[src/rtl/sub_bytes_seq.sv]
// ============================================================================
// Module      : sub_bytes_seq
// Description : Sequential AES SubBytes engine that substitutes LANES bytes
//               per cycle. Optional inverse substitution with SUBBYTES_INV_EN.
// Revision    : 1.0 - initial release
// ============================================================================
`default_nettype none

module sub_bytes_seq #(
    parameter int LANES = 4
) (
    input  logic         clk,
    input  logic         rst_n,
    input  logic         in_valid,
    output logic         in_ready,
    input  logic [0:127] message,
    output logic         out_valid,
    input  logic         out_ready,
    output logic [0:127] crypte
`ifdef SUBBYTES_INV_EN
    ,
    input  logic         inv
`endif
);

    localparam int c_n  = 16 / LANES;
    localparam int c_cw = (c_n > 1) ? $clog2(c_n) : 1;
    localparam logic [c_cw-1:0] c_last = c_cw'(c_n - 1);

    if (!(LANES == 1 || LANES == 2 || LANES == 4 || LANES == 8 || LANES == 16)) begin : g_bad_lanes
        $error("sub_bytes_seq: LANES must be 1, 2, 4, 8 or 16");
    end

    typedef enum logic [1:0] {
        S_IDLE = 2'd0,
        S_BUSY = 2'd1,
        S_DONE = 2'd2
    } state_t;

    state_t            r_state;
    state_t            w_state_next;
    logic [c_cw-1:0]   r_cnt;
    logic [0:127]      r_data;
    int                w_base;
    logic [7:0]        w_lane_in  [LANES];
    logic [7:0]        w_lane_out [LANES];
`ifdef SUBBYTES_INV_EN
    logic              r_inv;
`endif

    // GF(2^8) multiply modulo x^8 + x^4 + x^3 + x + 1
    function automatic logic [7:0] gf_mul(input logic [7:0] a, input logic [7:0] b);
        logic [7:0] p;
        logic [7:0] x;
        p = 8'h00;
        x = a;
        for (int i = 0; i < 8; i++) begin
            if (b[i]) p = p ^ x;
            x = {x[6:0], 1'b0} ^ (x[7] ? 8'h1b : 8'h00);
        end
        return p;
    endfunction

    // Multiplicative inverse as x^254 (maps 0 to 0)
    function automatic logic [7:0] gf_inv(input logic [7:0] x);
        logic [7:0] x2, x3, x12, x15, x240;
        x2   = gf_mul(x, x);
        x3   = gf_mul(x2, x);
        x12  = gf_mul(gf_mul(x3, x3), gf_mul(x3, x3));
        x15  = gf_mul(x12, x3);
        x240 = gf_mul(x15, x15);
        x240 = gf_mul(x240, x240);
        x240 = gf_mul(x240, x240);
        x240 = gf_mul(x240, x240);
        return gf_mul(gf_mul(x240, x12), x2);
    endfunction

    function automatic logic [7:0] sbox_fwd(input logic [7:0] a);
        logic [7:0] x;
        x = gf_inv(a);
        return x ^ {x[6:0], x[7]} ^ {x[5:0], x[7:6]} ^ {x[4:0], x[7:5]}
                 ^ {x[3:0], x[7:4]} ^ 8'h63;
    endfunction

`ifdef SUBBYTES_INV_EN
    function automatic logic [7:0] sbox_inv(input logic [7:0] s);
        logic [7:0] y;
        y = {s[6:0], s[7]} ^ {s[4:0], s[7:5]} ^ {s[1:0], s[7:2]} ^ 8'h05;
        return gf_inv(y);
    endfunction
`endif

    assign w_base = int'(r_cnt) * LANES;

    for (genvar l = 0; l < LANES; l++) begin : g_lane
        assign w_lane_in[l] = r_data[(w_base + l) * 8 +: 8];
`ifdef SUBBYTES_INV_EN
        assign w_lane_out[l] = r_inv ? sbox_inv(w_lane_in[l]) : sbox_fwd(w_lane_in[l]);
`else
        assign w_lane_out[l] = sbox_fwd(w_lane_in[l]);
`endif
    end

    always_ff @(posedge clk or negedge rst_n) begin
        if (!rst_n) begin
            r_state <= S_IDLE;
        end else begin
            r_state <= w_state_next;
        end
    end

    always_comb begin
        w_state_next = r_state;
        in_ready     = 1'b0;
        out_valid    = 1'b0;
        case (r_state)
            S_IDLE: begin
                in_ready = 1'b1;
                if (in_valid) w_state_next = S_BUSY;
            end
            S_BUSY: begin
                if (r_cnt == c_last) w_state_next = S_DONE;
            end
            S_DONE: begin
                out_valid = 1'b1;
                if (out_ready) w_state_next = S_IDLE;
            end
            default: w_state_next = S_IDLE;
        endcase
    end

    // Data register is substituted in place, one chunk of LANES bytes per cycle
    always_ff @(posedge clk or negedge rst_n) begin
        if (!rst_n) begin
            r_cnt  <= '0;
            r_data <= '0;
`ifdef SUBBYTES_INV_EN
            r_inv  <= 1'b0;
`endif
        end else begin
            if (r_state == S_IDLE && in_valid) begin
                r_data <= message;
                r_cnt  <= '0;
`ifdef SUBBYTES_INV_EN
                r_inv  <= inv;
`endif
            end else if (r_state == S_BUSY) begin
                for (int l = 0; l < LANES; l++) begin
                    r_data[(w_base + l) * 8 +: 8] <= w_lane_out[l];
                end
                if (r_cnt != c_last) r_cnt <= r_cnt + 1'b1;
            end
        end
    end

    assign crypte = r_data;

endmodule

`default_nettype wire
[config.mk]
export PLATFORM = sky130hd
export DESIGN_NAME = sub_bytes_seq
export DESIGN_NICKNAME = d
export VERILOG_FILES = /design/src/rtl/sub_bytes_seq.sv
export SDC_FILE = /design/constraint.sdc
export NUM_CORES = 2
export LEC_CHECK = 0
export BUFFER_PORTS_ARGS = -buffer_cell sky130_fd_sc_hd__buf_4
export CORE_MARGIN = 10
export CORE_UTILIZATION = 40
export DETAILED_ROUTE_END_ITERATION = 6
export SKIP_CTS_REPAIR_TIMING = 1
export SLEW_MARGIN = 10
export SYNTH_ARGS = -nofsm -noshare
export SYNTH_HDL_FRONTEND = slang
export SYNTH_SLANG_ARGS = --single-unit
[constraint.sdc]
create_clock -name clk -period 20.5 [get_ports clk]
set_input_delay 4.1 -clock clk [delete_from_list [all_inputs] [get_ports clk]]
set_output_delay 4.1 -clock clk [all_outputs]
set_load 0.1 [all_outputs]
==> results.toml <==
[outcome]
status = "finished, violations left"
failed_checks = "DRC"

[timing]
drv_slew = 0
slew_headroom_pct = 20.17
period_needed_ps = 19500
skew_ps = 18.07
timing.fmax_mhz = 51.27
hold_ws_ps = 533.7
finalSetupViolations = 0
hold_violations = 0
worst_pin_slew_ps = 1197
finalCritPeriodShare_pct = 95.14
tns_ps = 0

[global_route]
antenna_found_initial = 3
use_met1_pct = 31.29
busiest_layer = "met2"
grt_pass1_wl_mm = 258.0
grt_use_met2_pct = 34.67
grt_use_met3_pct = 4.880
track_usage_pct = 22.22
grt_pass1_vias = 43160
grt_max_degree = 74
grt_overflow_total = 0

[setup_path]
worstSetupStartpointType = "flop"
rr_endpoint = "crypte[90]$_DFFE_PN0P_"
cp_data_arrival_time_ps = 19830
critical_path_buf_inv_count = 4
critPathLaunch = "r_cnt[0]$_DFFE_PN0P_"
end_kind = "flop"
crit_family = "XOR/XNOR gates"
cpPeakStageDelay_ps = 690
reg2reg_depth = 62
reg2reg_from = "r_cnt[0]$_DFFE_PN0P_"
worstPathRequired_ps = 20830
crit_path_end = "crypte[90]$_DFFE_PN0P_"
crit_fanout = 22
reg2reg_slack_ps = 1000
cp.depth = 62
cpMaxStageDelayCell = "mux4_2"
worstSetupPathType = "reg -> reg"
crit_top_cell = "xnor2_2"

[placement]
place_congestion = 0.9527
placed_cell_area_um2 = 55850
dp_hpwl_mm = 125.3
port_buffers = 261

[routing]
vias_per_cell = 5.682
vias = 46200
detail_route.wl_per_cell_um = 20.63
post-route-drc-count = 3
first_pass_iters = 7
ant_nets = 0
drt_iter0_drc = 4154
wirelength_mm = 167.7

[synthesis]
synth-seq-cells = 132
yosysSeqAreaShare_pct = 6.405
synth_compound_area_share_pct = 15.90
async_flop_share_pct = 100.0
synth_flop_cell = "dfrtp_1"
yosysUniqueCellTypes = 121
synth_fa_ha_area_share_pct = 0.7764
ys_warn_count = 0
synth-edff-count = 0
netlist_area_um2 = 51570
avgSynthCellArea_um2 = 8.222
synth_top_family_by_area = "XOR/XNOR gates"
yosys.area_share.simple_pct = 17.11
synth_mux_area_share_pct = 6.801
postSynthCellCount = 6272
synth-xor-area-share_pct = 48.00
syn_nets = 6436

[floorplan]
dieWidth_um = 379.1
num_rows = 131
die_h_um = 379.1
core_area_um2 = 127800
die_area_um2 = 143700
start_util_pct = 40.34
ios = 262

[clock_network]
clkTransAtPathRegs_ps = 70
cts_tree = "done"
cts_root_buf = "clkbuf_16"
cts-buffers-inserted = 17
clk_latency_ps = 490
clock-sinks = 132
htreeDepth = 4
cts_buffer_depth = 2

[final_layout]
postLayoutCoreUtil_pct = 45.37
area_delta_synth_final_pct = 12.48
nets = 6620
num-fill-cells = 12580
drive_above_1_share_pct = 16.93
antenna_cells = 0
design_area_um2 = 58000

[worst_hold_path]
hold_class = "reg -> reg"

[run]
maxCapViolations = 0
[worst min path at each step]
stage                                  startpoint                 endpoint  cells after the start
after floorplan            r_state[1]$_DFFE_PN0P_   r_state[1]$_DFFE_PN0P_                      2
after global placement    crypte[125]$_DFFE_PN0P_  crypte[125]$_DFFE_PN0P_                      2
after detailed placement   crypte[71]$_DFFE_PN0P_   crypte[71]$_DFFE_PN0P_                      2
after CTS                  crypte[89]$_DFFE_PN0P_   crypte[89]$_DFFE_PN0P_                      2
after global routing       crypte[71]$_DFFE_PN0P_   crypte[71]$_DFFE_PN0P_                      2
final                      crypte[71]$_DFFE_PN0P_   crypte[71]$_DFFE_PN0P_                      2
[cell usage in the layout, fill, tap and decap left out, drive strengths merged, types with 25 or more instances in the layout]
cell	instances
a211oi	39
a21o	27
a21oi	254
a22oi	159
a31oi	44
and2	42
and3	33
buf	607
dfrtp	132
ha	32
inv	118
mux2	58
mux2i	215
mux4	33
nand2	598
nand2b	68
nand3	128
nand4	25
nor2	730
nor2b	57
nor3	127
nor4	29
o211ai	37
o21ai	310
o22ai	53
xnor2	1254
xnor3	346
xor2	415
xor3	48
[worst min-delay path, cell delays in order, from the launching register on]
cell and delay [ps]:
dfrtp_1 370, a22oi_1 70, o21ai_0 70
[final cells by class]
class | count | area (um2) | area share (%)
clock buffers | 17 | 425.4 | 0.7334
clock inverters | 15 | 183.9 | 0.3171
inverters | 122 | 457.9 | 0.7895
multi-input cells | 5576 | 46940 | 80.92
flip-flops and latches | 132 | 3318 | 5.721
well taps | 1662 | 2079 | 3.585
repair buffers | 607 | 4601 | 7.932
[per-stage QoR]
stage	worst slack [ps]	instances
final	996.5	8131
after global routing	-130.3	8131
after CTS	-878.5	8080
after detailed placement	-842.1	8048
after global placement	-606.3	8048
after floorplan	36.59	6272
[routing by layer]
metal | share of wire [%] | vias to the layer above
met5 | 0.027 | -
met4 | 2.0 | 6
met3 | 8.5 | 167
met2 | 44 | 1624
met1 | 45 | 22220
li1 | - | 22180
[cells by family after synthesis]
group                    after synthesis
XOR/XNOR                            2062
AND/OR/NAND/NOR                     1962
AO/OA/AOI/OAI                       1213
flip-flops                           132
buffers and inverters                567
adder cells (fa/ha/maj)               32
multiplexers                         304
[cells in the mapped netlist (30+ instances only)]
library cell / count / area (um2)
xnor2_1: 1152 / 10090
nor2_1: 727 / 2729
nand2_1: 596 / 2237
xor2_1: 380 / 3328
xnor3_1: 328 / 7387
a21oi_1: 251 / 1256
clkbuf_1: 230 / 863.3
mux2i_1: 215 / 2152
o21ai_0: 201 / 1006
a22oi_1: 156 / 1171
dfrtp_1: 132 / 3303
buf_2: 131 / 655.6
nand3_1: 128 / 640.6
nor3_1: 127 / 635.6
o21ai_1: 105 / 525.5
inv_1: 92 / 345.3
xnor2_2: 89 / 1448
nand2b_1: 68 / 425.4
mux2_2: 58 / 653.1
nor2b_1: 57 / 356.6
o22ai_1: 51 / 319.1
a31oi_1: 43 / 269.0
buf_4: 41 / 307.8
xor3_1: 41 / 974.7
and2_1: 39 / 244.0
a211oi_1: 37 / 277.8
o211ai_1: 37 / 277.8
and3_1: 33 / 206.5
xor2_2: 33 / 536.8
ha_1: 32 / 400.4
mux4_2: 30 / 675.7
[flip-flops by register name, indices dropped and copies added (netlist names)]
register  count
r_state       2
crypte      128
r_cnt         2
Power is not shown: default switching activity piles up to over one toggle a cycle in this logic, so the estimate is an artifact.
